===== src/rtl/sram_row_access_ctrl.sv =====
// sram_row_access_ctrl
//   Clocked access sequencer for the word-cell array. It accepts read/write
//   requests on a valid/ready channel and forces a precharge gap (all
//   wordlines low) before every access. During the access cycle it drives one
//   registered one-hot wordline together with rw and word. Read data is
//   captured from the bitlines and returned on a valid/ready response channel.
//
// Ports
//   clk, rst                 clock, synchronous active-high reset
//   req_valid/req_ready      request handshake
//   req_write                1 = write, 0 = read
//   req_addr                 row address
//   req_wdata                write data
//   rsp_valid/rsp_ready      read response handshake
//   rsp_rdata                captured read word, held until the next read
//   wordLines, rw, word      registered array-facing drive
//   bitLines                 combined column bitlines from the array
//   busy                     high whenever the sequencer is not idle
module sram_row_access_ctrl #(
  parameter int ADDR_W           = 3,
  parameter int WORDS            = 8,
  parameter int DATA_W           = 8,
  parameter int PRECHARGE_CYCLES = 1
) (
  input  logic              clk,
  input  logic              rst,
  input  logic              req_valid,
  output logic              req_ready,
  input  logic              req_write,
  input  logic [ADDR_W-1:0] req_addr,
  input  logic [DATA_W-1:0] req_wdata,
  output logic              rsp_valid,
  input  logic              rsp_ready,
  output logic [DATA_W-1:0] rsp_rdata,
  output logic [WORDS-1:0]  wordLines,
  output logic              rw,
  output logic [DATA_W-1:0] word,
  input  logic [DATA_W-1:0] bitLines,
  output logic              busy
);

  localparam int CNT_W = (PRECHARGE_CYCLES > 1) ? $clog2(PRECHARGE_CYCLES) : 1;
  localparam logic [CNT_W-1:0] CNT_INIT = CNT_W'(PRECHARGE_CYCLES - 1);

  typedef enum logic [1:0] {IDLE, PRECHARGE, ACCESS, RESP} state_t;

  state_t            state, stateNext;
  logic [CNT_W-1:0]  cnt, cntNext;
  logic              writeQ;
  logic [ADDR_W-1:0] addrQ;
  logic [DATA_W-1:0] wdataQ;
  logic              fire;
  logic              writeSel;
  logic [DATA_W-1:0] wdataSel;
  logic [WORDS-1:0]  wordLinesNext;
  logic              rwNext;
  logic [DATA_W-1:0] wordNext;

  assign req_ready = (state == IDLE) && !rst;
  assign fire      = req_valid && req_ready;
  assign rsp_valid = (state == RESP);
  assign busy      = (state != IDLE);

  // State register
  always_ff @(posedge clk) begin
    if (rst) begin
      state <= IDLE;
      cnt   <= '0;
    end else begin
      state <= stateNext;
      cnt   <= cntNext;
    end
  end

  // Next-state logic
  always_comb begin
    stateNext = state;
    cntNext   = cnt;
    case (state)
      IDLE: begin
        if (fire) begin
          stateNext = PRECHARGE;
          cntNext   = CNT_INIT;
        end
      end
      PRECHARGE: begin
        if (cnt == '0) stateNext = ACCESS;
        else           cntNext   = cnt - CNT_W'(1);
      end
      ACCESS:  stateNext = writeQ ? IDLE : RESP;
      RESP:    if (rsp_ready) stateNext = IDLE;
      default: stateNext = IDLE;
    endcase
  end

  // Array drive is registered, so it is computed from the state being
  // entered. On the handshake cycle the request fields are not latched yet,
  // so the precharge word comes straight from the request.
  assign writeSel = fire ? req_write : writeQ;
  assign wdataSel = fire ? req_wdata : wdataQ;

  // Output logic
  always_comb begin
    wordLinesNext = '0;
    rwNext        = 1'b0;
    wordNext      = '0;
    case (stateNext)
      PRECHARGE: wordNext = writeSel ? wdataSel : '0;
      ACCESS: begin
        // Out-of-range addresses match no row and leave every wordline low.
        for (int unsigned i = 0; i < WORDS; i++)
          wordLinesNext[i] = (ADDR_W'(i) == addrQ);
        if (writeQ) begin
          rwNext   = 1'b1;
          wordNext = wdataQ;
        end
      end
      default: ;
    endcase
  end

  always_ff @(posedge clk) begin
    if (rst) begin
      wordLines <= '0;
      rw        <= 1'b0;
      word      <= '0;
      rsp_rdata <= '0;
      writeQ    <= 1'b0;
      addrQ     <= '0;
      wdataQ    <= '0;
    end else begin
      wordLines <= wordLinesNext;
      rw        <= rwNext;
      word      <= wordNext;
      if (fire) begin
        writeQ <= req_write;
        addrQ  <= req_addr;
        wdataQ <= req_wdata;
      end
      if (state == ACCESS && !writeQ)
        rsp_rdata <= bitLines;
    end
  end

endmodule


===== config.mk =====
export PLATFORM = sky130hd
export DESIGN_NAME = sram_row_access_ctrl
export DESIGN_NICKNAME = d
export VERILOG_FILES = /design/src/rtl/sram_row_access_ctrl.sv
export SDC_FILE = /design/constraint.sdc
export NUM_CORES = 1
export LEC_CHECK = 0
export BUFFER_PORTS_ARGS = -buffer_cell sky130_fd_sc_hd__buf_4
export CORE_MARGIN = 5
export CORE_UTILIZATION = 44
export CTS_CLUSTER_DIAMETER = 150
export DETAILED_ROUTE_END_ITERATION = 10
export PLACE_DENSITY_LB_ADDON = 0.05
export SYNTH_ARGS = -nofsm -noshare
export SYNTH_HDL_FRONTEND = slang
export SYNTH_SLANG_ARGS = --single-unit

===== constraint.sdc =====
create_clock -name clk -period 1.99 [get_ports clk]
set_input_delay 0.398 -clock clk [delete_from_list [all_inputs] [get_ports clk]]
set_output_delay 0.398 -clock clk [all_outputs]
set_load 0.1 [all_outputs]

==> results.yml <==
outcome:
  result_of_the_run: "finished, final reports clean"
timing:
  post_route_fraction_of_the_period_consumed_by_the_critical_path: 0.9256
  finalClockSkew_ns: 0.01072
  timing.final.crit_period_ns: 1.842
  tightestPinTransition_ns: 0.5763
  timing.final.setup_violations: 0
  grt_setup_unrepaired: "no"
  finalHoldViolations: 0
  fin_tns_setup_ns: 0
  finalMaxSlewViolations: 0
  max_slew_margin: 0.6158
  clock.fmax_ghz: 0.5429
logic_synthesis:
  seq_cells_post_synth: 39
  number_of_different_library_cells_in_the_post_synthesis_netlist: 24
  synth_top_area_cell: "sky130_fd_sc_hd__dfxtp_1"
  postSynthNetCount: 195
  synth_warn: 0
  synthTopCellsByArea: "sky130_fd_sc_hd__dfxtp_1, sky130_fd_sc_hd__nand2_1, sky130_fd_sc_hd__nand4_1, sky130_fd_sc_hd__mux2i_1, sky130_fd_sc_hd__nor2_1"
  synth.top_cell.area_share: 0.5183
  syn_inst: 169
  syn_area_per_cell_um2: 8.914
  seq_area_frac_synth: 0.5183
  mappedNetlistArea_um2: 1506
finish:
  mostFrequentLayoutCell: "sky130_fd_sc_hd__buf_4"
  layout_fillers: 300
  drive_gt1_frac: 0.3211
  antenna_cells: 0
  most-common-layout-cells: "sky130_fd_sc_hd__buf_4, sky130_fd_sc_hd__dfxtp_1, sky130_fd_sc_hd__nand2_1"
  nets: 243
  synthToLayoutAreaGrowth_pct: 34.30
route:
  detailroute.via_count: 1339
  detail_route.vias_per_cell: 5.072
  drt_pass1_iterations: 4
  post_drt_wl_per_cell_um: 12.66
  antenna_left: 0
  drc_errors: 0
  route.final.wire_length_um: 3343
  drt_iter0_markers: 67
clock_network:
  clk_pin_slew_ns: 0.12
  htreeDepth: 2
  cts_setup_buffers: 0
  clk_path_buf_depth: 2
  worstSkewPairLatency_ns: 0.34
  cts_tree: "done"
  clkSinkCount: 39
  cts_inserted_buffers: 5
  clock-root-buffer: "sky130_fd_sc_hd__clkbuf_4"
  cts_resized: 0
  cts-hold-fix-buffers: 0
power:
  power.static_leakage_nw: 0.8348
  total_power_draw_mw: 1.804
  max-vdd-ir-drop_uv: 524.8
  power_density_nw_per_um2: 891.9
floorplanning:
  chipHeight_um: 68.51
  floorplan.core_area_um2: 3337
  initial_core_util: 0.4514
  row_count: 21
  die_area_um2: 4694
  io_pins: 52
  fp.dieW_um: 68.51
place:
  io_buffer_count: 51
  dp.final_hpwl_um: 2327
  final_weighted_congestion_in_routability_driven_placement: 0.7427
min_path:
  worstHoldStart: "req_addr[0]"
  hold_path_class: "in2reg"
global_routing:
  grt_antenna_before_repair: 0
  grt_start_max_net_pins: 28
  grt_use_total: 0.1506
  via_count_of_the_first_global_routing_pass: 1239
  grt_pass1_wl_um: 5299
  globalRouteOverflowTotal: 0
job:
  max-cap-violations: 0
worst_setup_path:
  critPathCaptureType: "output port"
  crit_type: "reg2out"
  r2r_start: "state[1]"
  critPathRequiredTime_ns: 1.59
  worst-path-max-fanout: 7
  cp-start-kind: "register"
  critPathArrivalTime_ns: 1.44
  worst_setup_path_startpoint: "state[1]"
stage by stage:
stage / utilization / std cells / setup WS [ns] / hold slack (ns) / cell area [um2]
floorplan: - / 169 / 0.02690 / 0.4499 / 1520
global placement: 0.5756 / 256 / 0.1960 / 0.4557 / 1921
detailed placement: 0.5756 / 256 / 0.1401 / 0.4689 / 1921
CTS: 0.6059 / 264 / 0.1040 / 0.2259 / 2022
global route: 0.6063 / 264 / 0.01808 / 0.2296 / 2023
finish: 0.6063 / 264 / 0.1481 / 0.2331 / 2023
layout make-up:
| cell class | instances | area, um2 | share of cell area |
|---|---|---|---|
| tap | 46 | 57.56 | 0.02845 |
| clock inverter | 2 | 60.06 | 0.02968 |
| multi-input combinational | 114 | 661.9 | 0.3271 |
| sequential | 39 | 782.0 | 0.3865 |
| clock buffer | 6 | 41.29 | 0.02041 |
| timing repair buffer | 55 | 412.9 | 0.2041 |
| inverter | 2 | 7.507 | 0.003711 |
logic make-up (layout without fill, tap and decap cells):
| group | after synthesis | count (layout) | synth area share |
|---|---|---|---|
| flops | 39 | 39 | 0.5183 |
| mux | 9 | 9 | 0.05980 |
| fa+ha+maj | 2 | 2 | 0.01661 |
| buf+inv | 16 | 65 | 0.05067 |
| compound gates | 19 | 19 | 0.06977 |
| simple gates | 84 | 84 | 0.2849 |
critical path, stage by stage, from the launching register on:
cell and delay, ns:
sky130_fd_sc_hd__dfxtp_1 0.39, sky130_fd_sc_hd__or2_2 0.36, sky130_fd_sc_hd__nor2_4 0.08, sky130_fd_sc_hd__buf_4 0.29
worst paths after layout:
| path | end | slack, ns | depth (start not counted) |
|---|---|---|---|
| worst max-delay path | req_ready | 0.15 | 3 |
| worst min-delay path | addrQ[0] | 0.23 | 3 |
| worst max register to register | word[3] | 0.16 | 6 |
| worst min register to register | wdataQ[0] | 0.48 | 2 |
where the power goes:
part	leakage [nW]	switching, mW	internal (mW)
Sequential	0.317	0.0254	0.810
Clock	0.0525	0.250	0.392
Combinational	0.466	0.224	0.104
Total	0.835	0.499	1.31
layer usage:
metal	vias to the layer above	track usage	wire [um]
li1	672	-	-
met1	609	0.1749	1401
met2	53	0.2563	1619
met3	5	0.04214	279
met4	0	0.06700	42
met5	-	0	0
cells in the mapped netlist:
master	count
sky130_fd_sc_hd__ha_1	2
sky130_fd_sc_hd__and2_1	2
sky130_fd_sc_hd__or2_2	2
sky130_fd_sc_hd__nand4_1	16
sky130_fd_sc_hd__buf_1	2
sky130_fd_sc_hd__clkbuf_1	6
sky130_fd_sc_hd__or4b_4	1
sky130_fd_sc_hd__nor4b_4	1
sky130_fd_sc_hd__nor2_1	17
sky130_fd_sc_hd__a21oi_1	11
sky130_fd_sc_hd__nor3b_1	1
sky130_fd_sc_hd__nor2b_1	1
sky130_fd_sc_hd__nand2_1	34
sky130_fd_sc_hd__mux2i_1	9
sky130_fd_sc_hd__inv_1	2
sky130_fd_sc_hd__or3b_2	1
sky130_fd_sc_hd__nand3b_1	4
sky130_fd_sc_hd__dfxtp_1	39
sky130_fd_sc_hd__buf_2	4
sky130_fd_sc_hd__nor3_1	2
sky130_fd_sc_hd__nand2b_1	2
sky130_fd_sc_hd__a31oi_1	8
sky130_fd_sc_hd__buf_6	1
sky130_fd_sc_hd__buf_4	1
registers in the layout, summed over array words and instances (netlist names):
register / cells
addrQ: 3
rsp_rdata: 8
rw: 1
state: 2
wdataQ: 8
word: 8
wordLines: 8
writeQ: 1
Power figures use the tool's default switching activity.
